**src/rtl/brew_sequencer.sv**
```systemverilog
// Pour-over brew sequencer: walks pre-wet, bloom, main pour, drain and done,
// driving the pump and the crane sweep commands from a slow tick enable.
module brew_sequencer #(
  parameter int unsigned PREWET_TICKS   = 8,
  parameter int unsigned BLOOM_TICKS    = 30,
  parameter int unsigned POUR_TICKS     = 60,
  parameter int unsigned DRAIN_TICKS    = 20,
  parameter logic [11:0] STROKE_STEPS   = 12'd512,
  parameter int unsigned STROKE_TIMEOUT = 40
) (
  input  logic        clk,
  input  logic        rst,
  input  logic        tick,
  input  logic        start,
  input  logic        abort,
  input  logic        brewing_path,
  input  logic        crane_equal,
  output logic [2:0]  pouring_state,
  output logic        water_pump,
  output logic [11:0] crane_steps,
  output logic        crane_dir,
  output logic        crane_go,
  output logic        busy,
  output logic        done
);

  localparam int unsigned TW = 8;
  localparam int unsigned SW = 12;
  localparam logic [TW-1:0] TMAX = {TW{1'b1}};

  typedef enum logic [2:0] {
    S_IDLE     = 3'd0,
    S_PREWET   = 3'd1,
    S_BLOOM    = 3'd2,
    S_POUR     = 3'd3,
    S_ONE_SPOT = 3'd4,
    S_DRAIN    = 3'd5,
    S_DONE     = 3'd6,
    S_FAULT    = 3'd7
  } state_t;

  state_t        state_q, state_d;
  logic [TW-1:0] timer_q, timer_d;
  logic [TW-1:0] stroke_q, stroke_d;
  logic          path_q, path_d;
  logic          pour_met_q, pour_met_d;
  logic          go_prev_q;
  logic          pump_d, dir_d, go_d, busy_d, done_d;
  logic [SW-1:0] steps_d;
  logic          qual_equal, pour_exp, stroke_exp;

  // Next state and the registered output values it implies.
  always_comb begin
    state_d    = state_q;
    path_d     = path_q;
    pour_met_d = pour_met_q;
    dir_d      = crane_dir;
    go_d       = 1'b0;
    qual_equal = crane_equal && !crane_go && !go_prev_q;
    pour_exp   = tick && (timer_q == TW'(POUR_TICKS - 1));
    stroke_exp = tick && (stroke_q == TW'(STROKE_TIMEOUT - 1));

    if (abort) begin
      state_d = S_IDLE;
    end else begin
      case (state_q)
        S_IDLE: begin
          if (start) begin
            state_d = S_PREWET;
            path_d  = brewing_path;
          end
        end
        S_PREWET: if (tick && (timer_q == TW'(PREWET_TICKS - 1))) state_d = S_BLOOM;
        S_BLOOM: begin
          if (tick && (timer_q == TW'(BLOOM_TICKS - 1))) begin
            if (path_q) begin
              state_d = S_ONE_SPOT;
            end else begin
              state_d = S_POUR;
              go_d    = 1'b1;
              dir_d   = 1'b1;
            end
          end
        end
        S_POUR: begin
          if (pour_exp) pour_met_d = 1'b1;
          // Leave only once the minimum pour time is met and the crane is home.
          if (stroke_exp) begin
            state_d = S_FAULT;
          end else if (qual_equal) begin
            if (!crane_dir && (pour_met_q || pour_exp)) begin
              state_d = S_DRAIN;
            end else begin
              go_d  = 1'b1;
              dir_d = !crane_dir;
            end
          end
        end
        S_ONE_SPOT: if (pour_exp) state_d = S_DRAIN;
        S_DRAIN:    if (tick && (timer_q == TW'(DRAIN_TICKS - 1))) state_d = S_DONE;
        S_DONE:     state_d = S_IDLE;
        S_FAULT:    state_d = S_FAULT;
        default:    state_d = S_IDLE;
      endcase
    end

    if (state_d != state_q) begin
      timer_d    = '0;
      pour_met_d = 1'b0;
    end else if (tick && (timer_q != TMAX)) begin
      timer_d = timer_q + TW'(1);
    end else begin
      timer_d = timer_q;
    end

    if (go_d)                               stroke_d = '0;
    else if (tick && (stroke_q != TMAX))    stroke_d = stroke_q + TW'(1);
    else                                    stroke_d = stroke_q;

    if (state_d != S_POUR) dir_d = 1'b0;
    pump_d  = (state_d == S_PREWET) || (state_d == S_POUR) || (state_d == S_ONE_SPOT);
    steps_d = (state_d == S_POUR) ? STROKE_STEPS : '0;
    busy_d  = (state_d != S_IDLE);
    done_d  = (state_d == S_DONE);
  end

  // State, timers and output registers.
  always_ff @(posedge clk or negedge rst) begin
    if (!rst) begin
      state_q     <= S_IDLE;
      timer_q     <= '0;
      stroke_q    <= '0;
      path_q      <= 1'b0;
      pour_met_q  <= 1'b0;
      go_prev_q   <= 1'b0;
      water_pump  <= 1'b0;
      crane_steps <= '0;
      crane_dir   <= 1'b0;
      crane_go    <= 1'b0;
      busy        <= 1'b0;
      done        <= 1'b0;
    end else begin
      state_q     <= state_d;
      timer_q     <= timer_d;
      stroke_q    <= stroke_d;
      path_q      <= path_d;
      pour_met_q  <= pour_met_d;
      go_prev_q   <= crane_go;
      water_pump  <= pump_d;
      crane_steps <= steps_d;
      crane_dir   <= dir_d;
      crane_go    <= go_d;
      busy        <= busy_d;
      done        <= done_d;
    end
  end

  assign pouring_state = state_q;

endmodule
```
**config.mk**
```make
export PLATFORM = sky130hd
export DESIGN_NAME = brew_sequencer
export DESIGN_NICKNAME = d
export VERILOG_FILES = /design/src/rtl/brew_sequencer.sv
export SDC_FILE = /design/constraint.sdc
export NUM_CORES = 1
export LEC_CHECK = 0
export CAP_MARGIN = 20
export CORE_UTILIZATION = 25
export DETAILED_ROUTE_END_ITERATION = 7
export PLACE_DENSITY = 0.45
export SLEW_MARGIN = 20
export SYNTH_ARGS = -nofsm -noshare
export SYNTH_HDL_FRONTEND = slang
export SYNTH_SLANG_ARGS = --single-unit
export TNS_END_PERCENT = 50
```
**constraint.sdc**
```tcl
create_clock -name clk -period 2.6 [get_ports clk]
set_input_delay 0.26 -clock clk [delete_from_list [all_inputs] [get_ports clk]]
set_output_delay 0.26 -clock clk [all_outputs]
set_load 0.03 [all_outputs]
```
Yosys cells after proc, flatten, opt, wreduce, memory -nomap -nowiden
Cells that the tools add are included.
- output and inout port bits: 20
- logic and storage cells: 103
- bits of input ports: 7
- flip-flop bits (word level): 37
- latch bits: 0
- ROM bits: 0
- RAM bits: 0
- memories kept: 0
- reduce and logical (&&, ||, !) cells: 26
- equal/unequal tests: 27
- div/mod/pow operators: 0
- order comparisons: 0
- bitwise operators: 1
- multipliers: 0
- mux-type cells: 35
- shift-type cells: 0
- add/sub/neg operators: 2
- operators by type and width (cell ; count):
    2-to-1 mux 8 bit ; 4
    2-to-1 mux 3 bit ; 10
    one-hot mux 3 bit (8 select lines) ; 1
    equality test 3 bit (second input constant) ; 6
    2-to-1 mux 1 bit ; 17
    adder 8 x 1 -> 8 bit (second input constant) ; 2
    equality test 8 x 5 -> 1 bit (second input constant) ; 2
    equality test 8 x 6 -> 1 bit (second input constant) ; 2
    inequality test 8 bit (second input constant) ; 2
    inequality test 3 bit (second input constant) ; 5
    logical AND 1 bit ; 10
    2-to-1 mux 10 bit ; 1
    equality test 3 x 2 -> 1 bit (second input constant) ; 3
    equality test 8 x 3 -> 1 bit (second input constant) ; 1
    nonzero test 2 bit ; 4
    AND reduction 7 bit ; 1
    equality test 3 x 1 -> 1 bit (second input constant) ; 2
    AND reduction 3 bit ; 2
    nonzero test 3 bit ; 2
    inequality test 2 x 1 -> 1 bit (second input constant) ; 2
    one-hot mux 1 bit (2 select lines) ; 2
    logical NOT 1 bit ; 3
    logical NOT 3 bit ; 1
    logical OR 1 bit ; 3
    3 further kinds ; 3

Logic depth before layout (Yosys ltp)
Gate-level depths: netlist of the first run.
- depth after elaboration: 12
- gate-level depth with buffers: 7
- depth with buffers taken out: 7

Worst setup path after synthesis of the first run
Ideal clock, no wire load.
- kind: reg2reg
- from: register timer_q[1]
- to: register timer_q[0]
- library setup time: 142 ps
- clock period less this slack: 2190 ps
- arrival: 2048 ps
- cell stages (with the launch flop): 8
- buffers on the path: 0
- slack: 410 ps
- required time: 2458 ps
- cell sequence: dfrtp_1 -> inv_1 -> ha_1 -> or4b_4 -> or3_4 -> a211o_1 -> o211ai_2 -> nor3_1
- cells in the longest elaborated chain, start to end: 11
- elaborated cells between the ends (all ways): 24
- those cells by class: 6 x eq/ne; 10 x mux; 8 x reduce/logical
- RTL lines (item ; RTL line ; source):
    start: declaration ; 43 ; logic [TW-1:0] timer_q, timer_d;
    start signal: assignment ; 144 ; timer_q <= timer_d;
    equality test 8 x 6 -> 1 bit ; 60 ; pour_exp = tick && (timer_q == TW'(POUR_TICKS - 1));
    logical AND 1 bit ; 60 ;
    logical OR 1 bit ; 91 ; if (!crane_dir && (pour_met_q || pour_exp)) begin
    logical AND 1 bit ; 91 ;
    2-to-1 mux 3 bit ; 91 ;
    2-to-1 mux 3 bit ; 90 ; end else if (qual_equal) begin
    2-to-1 mux 3 bit ; 88 ; if (stroke_exp) begin
    one-hot mux 3 bit (8 select lines) ; 66 ; case (state_q)
    2-to-1 mux 3 bit ; 63 ; if (abort) begin
    inequality test 3 bit ; 107 ; if (state_d != state_q) begin
    2-to-1 mux 8 bit or nonzero test 2 bit (tied branches) ; -- ;
Parallel ways exist; a longest one is shown, timed or not.
A chain may end at the register's enable or synchronous reset.

Worst setup path after layout of the first run
- from: register timer_q[1]
- to: register timer_q[3]
The elaborated chain is that of the path after synthesis.

==> metrics, run 1 <==
setup bufs post-CTS=0; pin count of the biggest net entering global routing=29; Initial Util=25.9%; CTS tree=yes; max_slew headroom=62.2%; Data required, critical path=2.77 ns; clock share of power=27.8%; grt met3 use=1.92%; Worst Hold Slack=0.354 ns; fmax=424 MHz; leakage power=0.000865 uW; Total Routing Usage GR=11.6%; full die area=7420 sq um; via count=1410; crit start category=flop; Seq pwr share=48.0%; ys flop type=dfrtp_1; max-cap viol count=0; switching part of the total=32.8%; EDFF count, synth=0; PortBufs=15; first-pass GRT wire length=6.71 mm; min cycle time layout=2.36 ns; CP Class=flop to flop; initial antenna violation count=0; final setup TNS=0 ns; RSZ-0062 raised after global routing=no; CTS clock-pin slew for the worst setup and hold paths=0.10 ns; Routed WL per cell=12.6 um; final hold vios=0; dpl cell area=2030 sq um; Cell Int Power=868 uW; final setup violation count=0; Worst Skew=0.00156 ns; core box area=6830 sq um; post-DP HPWL=2.85 mm; DR DRC count=0; IO Pins=27; root buffer cell=clkbuf_8; CTS sink cnt=28; Mean Syn Cell Area=9.17 sq um; post-synthesis sequential area ratio=39.6%; post-cts gate resize count=0; final slew viol count=0; total CTS buffers=3; Slew @ Worst Pin=0.563 ns; Combinational Power Share=24.2%; Initial DRT Pass Iterations=4; Crit. End Element=flop; Vias/cell=4.58; Worst VDD drop=0.000192 V; NetSw=424 uW; HP Class=primary input to asynchronous set/reset pin; asr flop ratio synth=100%; yosys warns=0; clk_lat worst skew=0.28 ns; vias in the first global route=1340; DRT iter0 DRCs=60; Final Power=1290 uW; Final ANT Viol Nets=0; final wirelength=3.88 mm; Cell Area, Synth=1770 sq um; Total Nets Final=223; gr busiest metal=met2; ant diodes=0; crit share post-route=90.7%; die width=86.2 um; die height=86.2 um; CP arrival=2.53 ns; row cnt=30; peak fanout along the critical path=6; grt total ovfl=0; #FFs+latches synth=28; final instance area=2100 sq um; # hold bufs at CTS=0; status=complete, no violations; CTS Buffer Depth=2; post-synthesis cell count=193; H-tree levels=1; pwr/cell area=614 nW/um^2; GPL Wtd Cong=0.793; grt met1 use=16.6%; fraction of layout cells with a size suffix above 1=12.7%; commonest cells after routing, fill and taps aside=dfrtp_1, nor2_1, nor3_1, clkdlybuf4s50_1, conb_1; most common cell after layout, fill and taps aside=dfrtp_1; area delta synth->final=18.8%; routing usage on met2=17.1%; count of unique library cells instantiated by Yosys=57
stage by stage:
stage | utilization, % | instances | setup WS, ns
5_1_grt | 30.8 | 308 | 0.0801
3_5_place_dp | 29.7 | 304 | 0.136
6_report | 30.8 | 308 | 0.242
2_1_floorplan | - | 203 | 0.410
3_3_place_gp | 29.7 | 304 | 0.122
4_1_cts | 30.8 | 308 | 0.210
final timing paths:
| kind | startpoint | end | slack [ns] | depth (start not counted) |
|---|---|---|---|---|
| worst max-delay path | timer_q[1] | timer_q[3] | 0.24 | 7 |
| worst min-delay path | rst | path_q | 0.35 | 2 |
| worst min register to register | crane_go | go_prev_q | 0.41 | 0 |
| max in group asynchronous | rst | stroke_q[5] | 1.98 | 2 |
| worst max register to register | timer_q[1] | timer_q[3] | 0.24 | 7 |
| min in group clk | crane_go | go_prev_q | 0.41 | 0 |
power groups by stage:
stage	clock (uW)	combinational, uW	sequential, uW
finish	360	313	620
CTS	372	317	618
detailed placement	0	316	626
floorplan	0	288	584
global placement	0	314	627
global route	387	358	636
worst max-delay path, stage by stage, from the launching register on:
cell and delay, ns:
dfrtp_1 0.41, inv_1 0.07, ha_1 0.15, or4b_4 0.47, or3_4 0.40, a211o_1 0.33, o211ai_2 0.31, nor3_1 0.10
cells in the mapped netlist, drive strengths merged, types with 3 or more instances:
cell / n / share of area [%]
nand4: 8 / 2.8
ha: 3 / 2.1
inv: 9 / 1.9
nor3b: 3 / 1.3
buf: 12 / 4.9
a21oi: 6 / 2.5
nand2: 10 / 2.1
nor2: 20 / 4.2
xnor2: 7 / 3.5
xor2: 5 / 2.5
nand2b: 3 / 1.1
dfrtp: 28 / 40
and4b: 4 / 2.3
and2: 3 / 1.1
clkbuf: 7 / 1.5
o21ai: 6 / 1.7
nor3: 17 / 5.1
nand3: 3 / 0.85
layer usage:
| layer | up-vias | part of all wire, % |
|---|---|---|
| met2 | 37 | 44 |
| met3 | 5 | 3.8 |
| li1 | 714 | - |
| met5 | - | 0 |
| met1 | 654 | 51 |
| met4 | 0 | 1.5 |
final cells by class:
cell class,count,area (sq um)
fill,738,4730
multi-input combinational,147,960
sequential,28,701
timing repair buffer,24,218
tap,96,120
clock buffer,3,41.3
inverter,9,33.8
clock inverter,1,30.0
kinds of logic after synthesis:
| kind of cell | share of synthesized area, % |
|---|---|
| simple gates | 28.6 |
| buf+inv | 8.34 |
| other cells | 0.212 |
| flops | 39.6 |
| mux | 1.84 |
| xor+xnor | 5.94 |
| compound gates | 13.4 |
| fa+ha+maj | 2.12 |
registers in the layout (all words and copies together), names as in the netlist:
signal	flops
stroke_q	8
timer_q	8
pouring_state	3
busy	1
crane_dir	1
crane_go	1
crane_steps	1
done	1
go_prev_q	1
path_q	1
pour_met_q	1
water_pump	1
(Power assumes the default switching activity.)
==> run 2, diff against run 1 <==
--- a/config.mk
+++ b/config.mk
@@ -8,7 +8,8 @@
 export CAP_MARGIN = 20
 export CORE_UTILIZATION = 25
 export DETAILED_ROUTE_END_ITERATION = 7
-export PLACE_DENSITY = 0.45
+export DONT_BUFFER_PORTS = 1
+export PLACE_DENSITY = 0.48
 export SLEW_MARGIN = 20
 export SYNTH_ARGS = -nofsm -noshare
 export SYNTH_HDL_FRONTEND = slang
==> run 2 against run 1 <==
  * Clock skew increased by 0.0019 ns
  * Wire length decreased by 2.4%
  * Global-route usage decreased by 0.66 points
  * Sequential share of layout area increased by 2.2 points
  * Via count decreased by 1.4%
  * Flip-flop and latch count unchanged
  * Critical path type unchanged
  * Critical endpoint is now timer_q[2]
  * Final area decreased by 6.1%
  * First-iteration DRC count increased by 32%
  * Hold slack got worse by 0.30 ns
  * Critical path depth unchanged
  * Sequential power about the same
==> metrics, run 2 (same netlist as run 1, synthesis figures left out) <==
status=complete, no violations (unchanged); max-cap viol count=0 (unchanged); NetSw=397 uW (was 424 uW); Fill cells=738 (unchanged); CTS tree=yes (unchanged); Cell Int Power=858 uW (was 868 uW); final setup violation count=0 (unchanged); Slew @ Worst Pin=0.605 ns (was 0.563 ns); Reg2Reg Depth=7 (unchanged); Final ANT Viol Nets=0 (unchanged); final std cells w/o fill=294 (was 308); peak fanout along the critical path=6 (unchanged); crit start category=flop (unchanged); Combinational Power Share=23.6% (was 24.2%); min-delay src=abort; vias in the first global route=1356 (was 1340); routing usage on met2=19.0% (was 17.1%); CTS Buffer Depth=2 (unchanged); max_slew headroom=59.4% (was 62.2%); area delta synth->final=11.6% (was 18.8%); DR DRC count=0 (unchanged); Critical-path top delay cell=or4b_4 (unchanged); CTS clock-pin slew for the worst setup and hold paths=0.10 ns (about the same); Initial Util=25.9% (unchanged); grt met1 use=12.9% (was 16.6%); CP arrival=2.51 ns (was 2.53 ns); CP Class=flop to flop (unchanged); Worst Skew=0.00344 ns (was 0.00156 ns); worst reg2reg endpoint=timer_q[2] (was timer_q[3]); Worst Hold Slack=0.0505 ns (was 0.354 ns); root buffer cell=clkbuf_8 (unchanged); Total Routing Usage GR=10.9% (was 11.6%); full die area=7420 sq um (unchanged); Reg-to-Reg Start=timer_q[1] (unchanged); total CTS buffers=3 (unchanged); pwr/cell area=636 nW/um^2 (was 614 nW/um^2); CP bufs+invs=1 (unchanged); delay-heaviest family, CP=simple AND/OR/NAND/NOR gates (unchanged); Total Nets Final=209 (was 223); ant diodes=0 (unchanged); clock share of power=27.0% (was 27.8%); final setup TNS=0 ns (unchanged); IO Pins=27 (unchanged); grt met3 use=2.98% (was 1.92%); Data required, critical path=2.75 ns (was 2.77 ns); GPL Wtd Cong=0.789 (was 0.793); area of the multi-input gates=960 sq um (unchanged); final slew viol count=0 (unchanged); HP Class=primary input to flop (was primary input to asynchronous set/reset pin); pin count of the biggest net entering global routing=29 (unchanged); Routed WL per cell=12.9 um (was 12.6 um); grt total ovfl=0 (unchanged); Initial DRT Pass Iterations=4 (unchanged); initial antenna violation count=0 (unchanged); fraction of layout cells with a size suffix above 1=13.6% (was 12.7%); pre-CTS setup slack=0.244 ns (was 0.136 ns); final instance area=1980 sq um (was 2100 sq um); commonest cells after routing, fill and taps aside=dfrtp_1, nor2_1, nor3_1, conb_1, nand2_1 (was dfrtp_1, nor2_1, nor3_1, clkdlybuf4s50_1, conb_1); hold path cells=1; die width=86.2 um (unchanged); first-pass GRT wire length=6.45 mm (was 6.71 mm); die height=86.2 um (unchanged); clk_lat worst skew=0.27 ns (was 0.28 ns); r2r setup slk=0.25 ns (was 0.24 ns); post-cts gate resize count=0 (unchanged); crit share post-route=90.6% (was 90.7%); dpl cell area=1870 sq um (was 2030 sq um); post-DP HPWL=2.82 mm (was 2.85 mm); final wirelength=3.78 mm (was 3.88 mm); Worst Setup SP=timer_q[1] (unchanged); final hold vios=0 (unchanged); row cnt=30 (unchanged); DRT iter0 DRCs=79 (was 60); placed cell count=288 (was 304); Seq pwr share=49.4% (was 48.0%); via count=1390 (was 1410); worst path cell trace=inv_1 -> ha_1 -> or4b_4 -> or3_4 -> a211o_1 -> o211ai_2 -> nor3_1 (unchanged); core box area=6830 sq um (unchanged); gr busiest metal=met2 (unchanged); Crit. End Element=flop (unchanged); CP max stage delay=0.48 ns (was 0.47 ns); Worst Hold End=pouring_state[2]; min cycle time layout=2.35 ns (was 2.36 ns); fmax=425 MHz (was 424 MHz); leakage power=0.000818 uW (was 0.000865 uW); Vias/cell=4.73 (was 4.58); Worst VDD drop=0.000226 V (was 0.000192 V); setup ws final=0.245 ns (was 0.242 ns); most common cell after layout, fill and taps aside=dfrtp_1 (unchanged); PortBufs=0 (was 15); FF/Latch Area=701 sq um (unchanged); RSZ-0062 raised after global routing=no (unchanged); switching part of the total=31.6% (was 32.8%); H-tree levels=1 (unchanged); CTS sink cnt=28 (unchanged)
-- run 2: worst max-delay path by stage --
| stage | end | slack [ns] | cells after the start |
|---|---|---|---|
| detailed placement | timer_q[3] | 0.24 | 7 |
| global route | timer_q[3] | 0.07 | 7 |
| CTS | timer_q[3] | 0.22 | 7 |
| finish | timer_q[2] | 0.25 | 7 |
| global placement | pour_met_q | 0.30 | 7 |
| floorplan | timer_q[0] | 0.41 | 7 |
-- run 2: per-layer routing --
metal	wire length (um)	up-vias
met1	1800	683
met3	166	4
met2	1760	20
li1	-	683
met5	0	-
met4	55	0
-- run 2: repair_timing --
item                                   4_1_cts  5_1_grt
hold buffers                                 2        0
setup buffers                                0        0
endpoints found under the hold margin       28        0
-- run 2: power groups by stage --
| stage | sequential, uW | clock (uW) | combinational [uW] |
|---|---|---|---|
| after floorplan | 584 | 0 | 288 |
| after global placement | 626 | 0 | 278 |
| after detailed placement | 628 | 0 | 282 |
| after CTS | 619 | 357 | 300 |
| after global routing | 635 | 377 | 342 |
| final | 621 | 339 | 296 |
-- run 2: per-stage QoR --
stage | power [uW] | utilization (%)
6_report | 1260 | 28.9
3_3_place_gp | 904 | 27.4
2_1_floorplan | 872 | -
3_5_place_dp | 910 | 27.4
4_1_cts | 1280 | 28.9
5_1_grt | 1350 | 28.9
-- run 2: final cells by class --
cell class | instances | share of cell area, %
inverters | 9 | 1.71
well taps | 96 | 6.08
multi-input cells | 147 | 48.6
repair buffers | 10 | 4.56
clock inverters | 1 | 1.52
clock buffers | 3 | 2.09
flip-flops and latches | 28 | 35.5
